File: src/rtl/tick_timer_pkg.sv
// Shared definitions for the tick timer slice.
//   state_t        : FSM encoding (IDLE / RUN / FINISH, code 3 unused)
//   DEF_WIDTH      : default interval counter width
//   DEF_EXP_WIDTH  : default saturating expiry counter width
package tick_timer_pkg;

  typedef enum logic [1:0] {
    ST_IDLE   = 2'd0,
    ST_RUN    = 2'd1,
    ST_FINISH = 2'd2
  } state_t;

  localparam int DEF_WIDTH     = 8;
  localparam int DEF_EXP_WIDTH = 4;

endpackage

File: src/rtl/tick_edge_detect.sv
// Rising-edge detector for the ring-counter timebase.
//   CK   : clock shared with the ring counter
//   RST  : async active-high reset (clears the history register)
//   TICK : timebase level from the ring counter Q
//   RISE : high for the cycle in which TICK is high and was low last cycle
// Because the history register resets to 0, a TICK already high when reset
// releases is seen as one rise on the first clock.
module tick_edge_detect (
  input  logic CK,
  input  logic RST,
  input  logic TICK,
  output logic RISE
);

  logic tick_q;

  always_ff @(posedge CK or posedge RST) begin
    if (RST) tick_q <= 1'b0;
    else     tick_q <= TICK;
  end

  assign RISE = TICK & ~tick_q;

endmodule

File: src/rtl/tick_timer.sv
// Programmable interval timer clocked by ring-counter ticks.
//   CK, RST  : clock / async active-high reset
//   TICK     : timebase level; each rising edge is one tick
//   START    : arm with LOAD_VAL (only honoured when idle)
//   STOP     : abort and return to idle (wins over everything else)
//   RELOAD   : at interval end, 1 = restart with LOAD_VAL, 0 = go idle
//   LOAD_VAL : interval length in ticks (0 = immediate expiry)
//   COUNT    : ticks remaining
//   BUSY     : high while running or finishing
//   DONE     : one-cycle pulse per completed interval
//   EXPIRIES : completed intervals since reset, saturating at all-ones
module tick_timer
  import tick_timer_pkg::*;
#(
  parameter int C_WIDTH     = DEF_WIDTH,
  parameter int C_EXP_WIDTH = DEF_EXP_WIDTH
) (
  input  logic                   CK,
  input  logic                   RST,
  input  logic                   TICK,
  input  logic                   START,
  input  logic                   STOP,
  input  logic                   RELOAD,
  input  logic [C_WIDTH-1:0]     LOAD_VAL,
  output logic [C_WIDTH-1:0]     COUNT,
  output logic                   BUSY,
  output logic                   DONE,
  output logic [C_EXP_WIDTH-1:0] EXPIRIES
);

  state_t                 state_q, state_d;
  logic [C_WIDTH-1:0]     count_q, count_d;
  logic [C_EXP_WIDTH-1:0] exp_q;
  logic                   tick_rise;
  logic                   load_zero;

  tick_edge_detect u_edge (
    .CK   (CK),
    .RST  (RST),
    .TICK (TICK),
    .RISE (tick_rise)
  );

  assign load_zero = (LOAD_VAL == '0);

  always_ff @(posedge CK or posedge RST) begin
    if (RST) begin
      state_q <= ST_IDLE;
      count_q <= '0;
      exp_q   <= '0;
    end else begin
      state_q <= state_d;
      count_q <= count_d;
      if (state_q == ST_FINISH && !(&exp_q))
        exp_q <= exp_q + C_EXP_WIDTH'(1);
    end
  end

  always_comb begin
    state_d = ST_IDLE;
    count_d = count_q;
    case (state_q)
      ST_IDLE: begin
        state_d = ST_IDLE;
        if (START && !STOP) begin
          count_d = LOAD_VAL;
          // a zero-length interval skips RUN but still reports DONE
          state_d = load_zero ? ST_FINISH : ST_RUN;
        end
      end
      ST_RUN: begin
        state_d = ST_RUN;
        // STOP takes priority over a coincident tick: count stays frozen
        if (STOP) begin
          state_d = ST_IDLE;
        end else if (tick_rise) begin
          count_d = count_q - C_WIDTH'(1);
          if (count_q == C_WIDTH'(1)) state_d = ST_FINISH;
        end
      end
      ST_FINISH: begin
        // ticks arriving here are dropped; with tick spacing >= 2 none is lost
        if (STOP) begin
          state_d = ST_IDLE;
        end else if (RELOAD) begin
          count_d = LOAD_VAL;
          state_d = load_zero ? ST_FINISH : ST_RUN;
        end else begin
          state_d = ST_IDLE;
        end
      end
      default: state_d = ST_IDLE;
    endcase
  end

  assign COUNT    = count_q;
  assign BUSY     = (state_q == ST_RUN) || (state_q == ST_FINISH);
  assign DONE     = (state_q == ST_FINISH);
  assign EXPIRIES = exp_q;

endmodule

File: config.mk
export PLATFORM = sky130hd
export DESIGN_NAME = tick_timer
export DESIGN_NICKNAME = d
export VERILOG_FILES = /design/src/rtl/tick_timer_pkg.sv /design/src/rtl/tick_edge_detect.sv /design/src/rtl/tick_timer.sv
export SDC_FILE = /design/constraint.sdc
export NUM_CORES = 1
export LEC_CHECK = 0
export CORE_ASPECT_RATIO = 1.2
export CORE_MARGIN = 2
export CORE_UTILIZATION = 45
export DETAILED_ROUTE_END_ITERATION = 8
export PLACE_DENSITY = 0.84
export REMOVE_ABC_BUFFERS = 1
export SLEW_MARGIN = 10
export SYNTH_ARGS = -nofsm -noshare
export SYNTH_HDL_FRONTEND = slang
export SYNTH_HIERARCHICAL = 1
export SYNTH_SLANG_ARGS = --single-unit
export TNS_END_PERCENT = 1
File: constraint.sdc
create_clock -name CK -period 3.35 [get_ports CK]
set_input_delay 0.67 -clock CK [delete_from_list [all_inputs] [get_ports CK]]
set_output_delay 0.67 -clock CK [all_outputs]
set_load 0.01 [all_outputs]
== Yosys cells after proc, flatten, opt, wreduce, memory -nomap -nowiden ==
Index checks and enable logic that the tools add are counted.

* Register bits: 15
* Input port bits: 14
* Output and inout bits: 14

* $add $sub $neg: 2
* Equal/unequal tests: 8
* Multiplexer cells: 14
* Bitwise operators: 2
* Reductions and logical operators: 10

{| class="wikitable"
|+ Operator list
! cell !! number
|-
| two-way mux 8 bit || 5
|-
| one-hot mux 8 bit (3 select lines) || 1
|-
| two-way mux 2 bit || 7
|-
| inequality test 2 bit (second input constant) || 5
|-
| == test 8 x 1 -> 1 bit (second input constant) || 1
|-
| logical NOT 8 bit || 1
|-
| subtractor 8 x 1 -> 8 bit (second input constant) || 1
|-
| one-hot mux 2 bit (3 select lines) || 1
|-
| AND reduction 6 bit || 1
|-
| adder 4 x 1 -> 4 bit (second input constant) || 1
|-
| AND reduction 4 bit || 1
|-
| nonzero test 3 bit || 1
|-
| == test 2 x 1 -> 1 bit (second input constant) || 1
|-
| == test 2 bit (second input constant) || 1
|-
| logical AND 1 bit || 2
|-
| logical NOT 1 bit || 2
|-
| logical NOT 2 bit || 1
|-
| bitwise AND 1 bit || 1
|-
| logical OR 1 bit || 1
|-
| inverter 1 bit || 1
|}

== Depth between registers and ports, before layout ==
* Word-level depth: 5
* Mapped depth: 7
* Depth with buffers taken out: 6

== Cells and area by module ==
The synthesis kept the hierarchy.

{| class="wikitable"
|+ Modules (own cells, without submodules)
! module !! instances !! cells an instance !! area an instance (um^2) !! seq. area each (um^2)
|-
| tick_timer || 1 || 103 || 923.4 || 350.3
|-
| tick_edge_detect || 1 || 3 || 42.5 || 25.0
|}

== Least setup slack after synthesis ==
OpenSTA, ideal clock, no wires.

* Path kind: reg-to-reg
* From: reg count_q[0] (netlist: COUNT[0])
* To: reg count_q[6] (netlist: COUNT[6])
* Library setup time: 121 ps
* Arrival time: 1481 ps
* Setup slack: 1748 ps
* Stages on the path, launching flop included: 7
* Path buffers: 0
* Path through: dfrtp_1 inv_1 ha_1 or3b_1 o31ai_2 nand3_1 o2bb2ai_1

* Longest elaborated chain between the ends: 4

{| class="wikitable"
|+ RTL lines
! item !! RTL line !! RTL
|-
| from (decl) || tick_timer.sv:32 || <nowiki>logic [C_WIDTH-1:0] count_q, count_d;</nowiki>
|-
| from (signal assigned) || tick_timer.sv:53 || <nowiki>count_q <= count_d;</nowiki>
|-
| subtractor 8 x 1 -> 8 bit || tick_timer.sv:77 || <nowiki>count_d = count_q - C_WIDTH'(1);</nowiki>
|-
| two-way mux 8 bit || tick_timer.sv:76 || <nowiki>end else if (tick_rise) begin</nowiki>
|-
| two-way mux 8 bit || tick_timer.sv:74 || <nowiki>if (STOP) begin</nowiki>
|-
| one-hot mux 8 bit (3 select lines) || tick_timer.sv:62 || <nowiki>case (state_q)</nowiki>
|}

No other way between the ends. The select of a mux whose other input is x is not followed.
A chain may end at the register's enable or synchronous reset.

== Final worst setup path ==
* From: in TICK
* To: reg count_q[3] (netlist: COUNT[3])

* Longest elaborated chain between the ends: 3

{| class="wikitable"
|+ RTL lines
! item !! RTL line !! RTL
|-
| from (decl) || tick_timer.sv:20 || <nowiki>input logic TICK,</nowiki>
|-
| bitwise AND 1 bit || tick_edge_detect.sv:22 || <nowiki>assign RISE = TICK & ~tick_q;</nowiki>
|-
| named net tick_rise || tick_timer.sv:34 || <nowiki>logic tick_rise;</nowiki>
|-
| inequality test 2 bit (no line) || n/a ||
|-
| AND reduction 6 bit (no line) || n/a ||
|}

The timed path passes the listed nets, and every way through them passes these cells.

==> metrics.cfg <==
[run_status]
outcome=completed

[routing]
drtAntennaViolNets=0
wl_per_cell_um=15.00
finalWirelength_um=2445
drc=0
dr_total_vias=947
drtPass1Iterations=4
initialDrtViolationCount=35
routed_via_density=5.810

[final_layout]
stdcell_area_um2=1275
antenna_cells=0
final_common_cell=clkdlybuf4s50_1
final_cell_mix=clkdlybuf4s50_1, dfrtp_1, a21oi_1
area_growth_pct=31.99
layout-drive-gt1-share=0.06015
final_nets=155

[synth]
yosysTopAreaCellShare=0.3886
syn_inst=106
ys_ff_latch=15
synthTopCellsByArea=dfrtp_1, ha_1, nand2b_1, a21oi_1, a31oi_1
synth_cell_types=31
netlist_area_um2=965.9
yosysTopAreaCell=dfrtp_1
syn_avg_cell_area_um2=9.113
yosysWarnings=6
yosysSeqAreaShare=0.3886

[sta]
setup_ws_ns=1.029
worst_slew_pin_slew_ns=0.8422
hold_viol_final=0
setup-violations-final=0
finClkSkew_ns=0.01333
timing.hold.ws_ns=0.5230
slew_violations=0
final.setup.tns_ns=0
fin_crit_ns=2.321
rsz0062_at_grt=no
fmaxAchievable_mhz=430.8
fin_crit_sh=0.6930
max_slew_margin=0.4386

[clocking]
cts_sinks=15
root_buffer=clkbuf_4
cts_tree=done
clkTransAtPathRegs_ns=0.10
ctsHtreeMaxLevel=1
numCtsBuffers=3
clk_latency_ns=0.29
cts_setup_buffers=0
clockBufferDepth=2
cts_resized=0
cts_hold_buf=0

[placement]
hpwlAfterDp_um=1824
routabilityCongestion=0.8710
pre_cts_slack_ns=0.7694
io_buffers=27
dpl_cell_area_um2=1247

[worst_setup_path]
cp_max_fo=11
path_class=input pin to register
crit_cells=6
start_kind=input pin
arrival_ns=2.50
worstPathRequired_ns=3.53
path_cells=clkdlybuf4s50_1 > nor2b_4 > nand2b_1 > a22oi_1 > and2_1 > a21oi_1
worst-path-buf-inv=1
slowest_stage=a22oi_1
cpPeakStageDelay_ns=0.68
worstRegToRegCells=5
path_delay_family=compound AO/OA/AOI/OAI gates
cp-end-kind=register

[hold_path]
hold_depth=1
hold_class=register to register

[floorplan]
die_h_um=54.75
core-area_um2=2049
dieArea_um2=2535
initial_core_util=0.4713
floorplan.die.width_um=46.30
num_rows=18
io-pin-count=28

[power_and_ir_drop]
p_per_area_nw_per_um2=506.4
power_leakage_nw=0.5256
irDropWorstVdd_mv=0.3473
power_mw=0.6457

[global_route]
overflow=0
grt_first_pass_wirelength_um=4043
grt_pass1_vias=896
grt_use_total=0.2271
grt_start_max_net_pins=20
antenna_found_initial=0

[flow_run]
cap_violations=0

## layer usage
| layer | global-route usage | vias to the layer above | wire, µm |
|---|---|---|---|
| met5 | 0 | - | 0 |
| met4 | 0.07619 | 0 | 65 |
| met3 | 0.03630 | 10 | 153 |
| met2 | 0.4167 | 49 | 1192 |
| met1 | 0.2612 | 441 | 1034 |
| li1 | - | 447 | - |
## cell families after synthesis
logic type,count (synthesis),synth area share
AND/OR/NAND/NOR,40,0.2332
AO/OA/AOI/OAI,30,0.2021
flip-flops,15,0.3886
buffers and inverters,11,0.05440
adder cells (fa/ha/maj),7,0.09067
multiplexers,2,0.02202
XOR/XNOR,1,0.009069
## per-stage QoR
stage	util	cells
floorplan	-	102
global placement	0.6087	159
detailed placement	0.6087	159
CTS	0.6221	163
global route	0.6221	163
finish	0.6221	163
## synth_stat cells (all sizes together)
cell,count
and4b,1
o22ai,1
a21oi,8
a21o,1
dfrtp,15
nand2,7
mux2,1
ha,7
nor4,4
or3b,1
a22oi,4
and2,1
nor3,2
xnor2,1
nand2b,7
nand3,6
a31oi,6
o2bb2ai,2
nand4,3
mux2i,1
nor2b,2
o2111ai,2
clkbuf,1
o31ai,1
or4,1
nor2,5
buf,3
inv,7
o21ai,5
## flip-flops by register name, summed over array words and instances, names as in the netlist
name / count
COUNT: 8
EXPIRIES: 4
state_q: 2
u_edge/tick_q: 1
## where the power goes
group | leakage (nW) | total (mW) | switching [mW] | internal [mW]
logic | 0.321 | 0.262 | 0.126 | 0.136
registers | 0.187 | 0.278 | 0.0600 | 0.218
clock network | 0.0177 | 0.105 | 0.0609 | 0.0444
## cell type report
type,instances,area [µm²]
fill,178,774.5
clock inverter,1,5.005
tap,30,37.54
inverter,7,26.28
clock buffer,3,22.52
timing repair buffer,27,270.3
multi-input combinational,80,538.0
sequential,15,375.4
## path summary, 6_finish.rpt
check,start,to,slack [ns]
max,TICK,COUNT[3],1.03
min,EXPIRIES[3],EXPIRIES[3],0.52
max reg2reg,state_q[1],COUNT[3],1.17
min reg2reg,EXPIRIES[3],EXPIRIES[3],0.52
max in group asynchronous,RST,EXPIRIES[2],2.21
min in group asynchronous,RST,u_edge/tick_q,0.56
No activity file was read; power rests on OpenSTA's default activity.
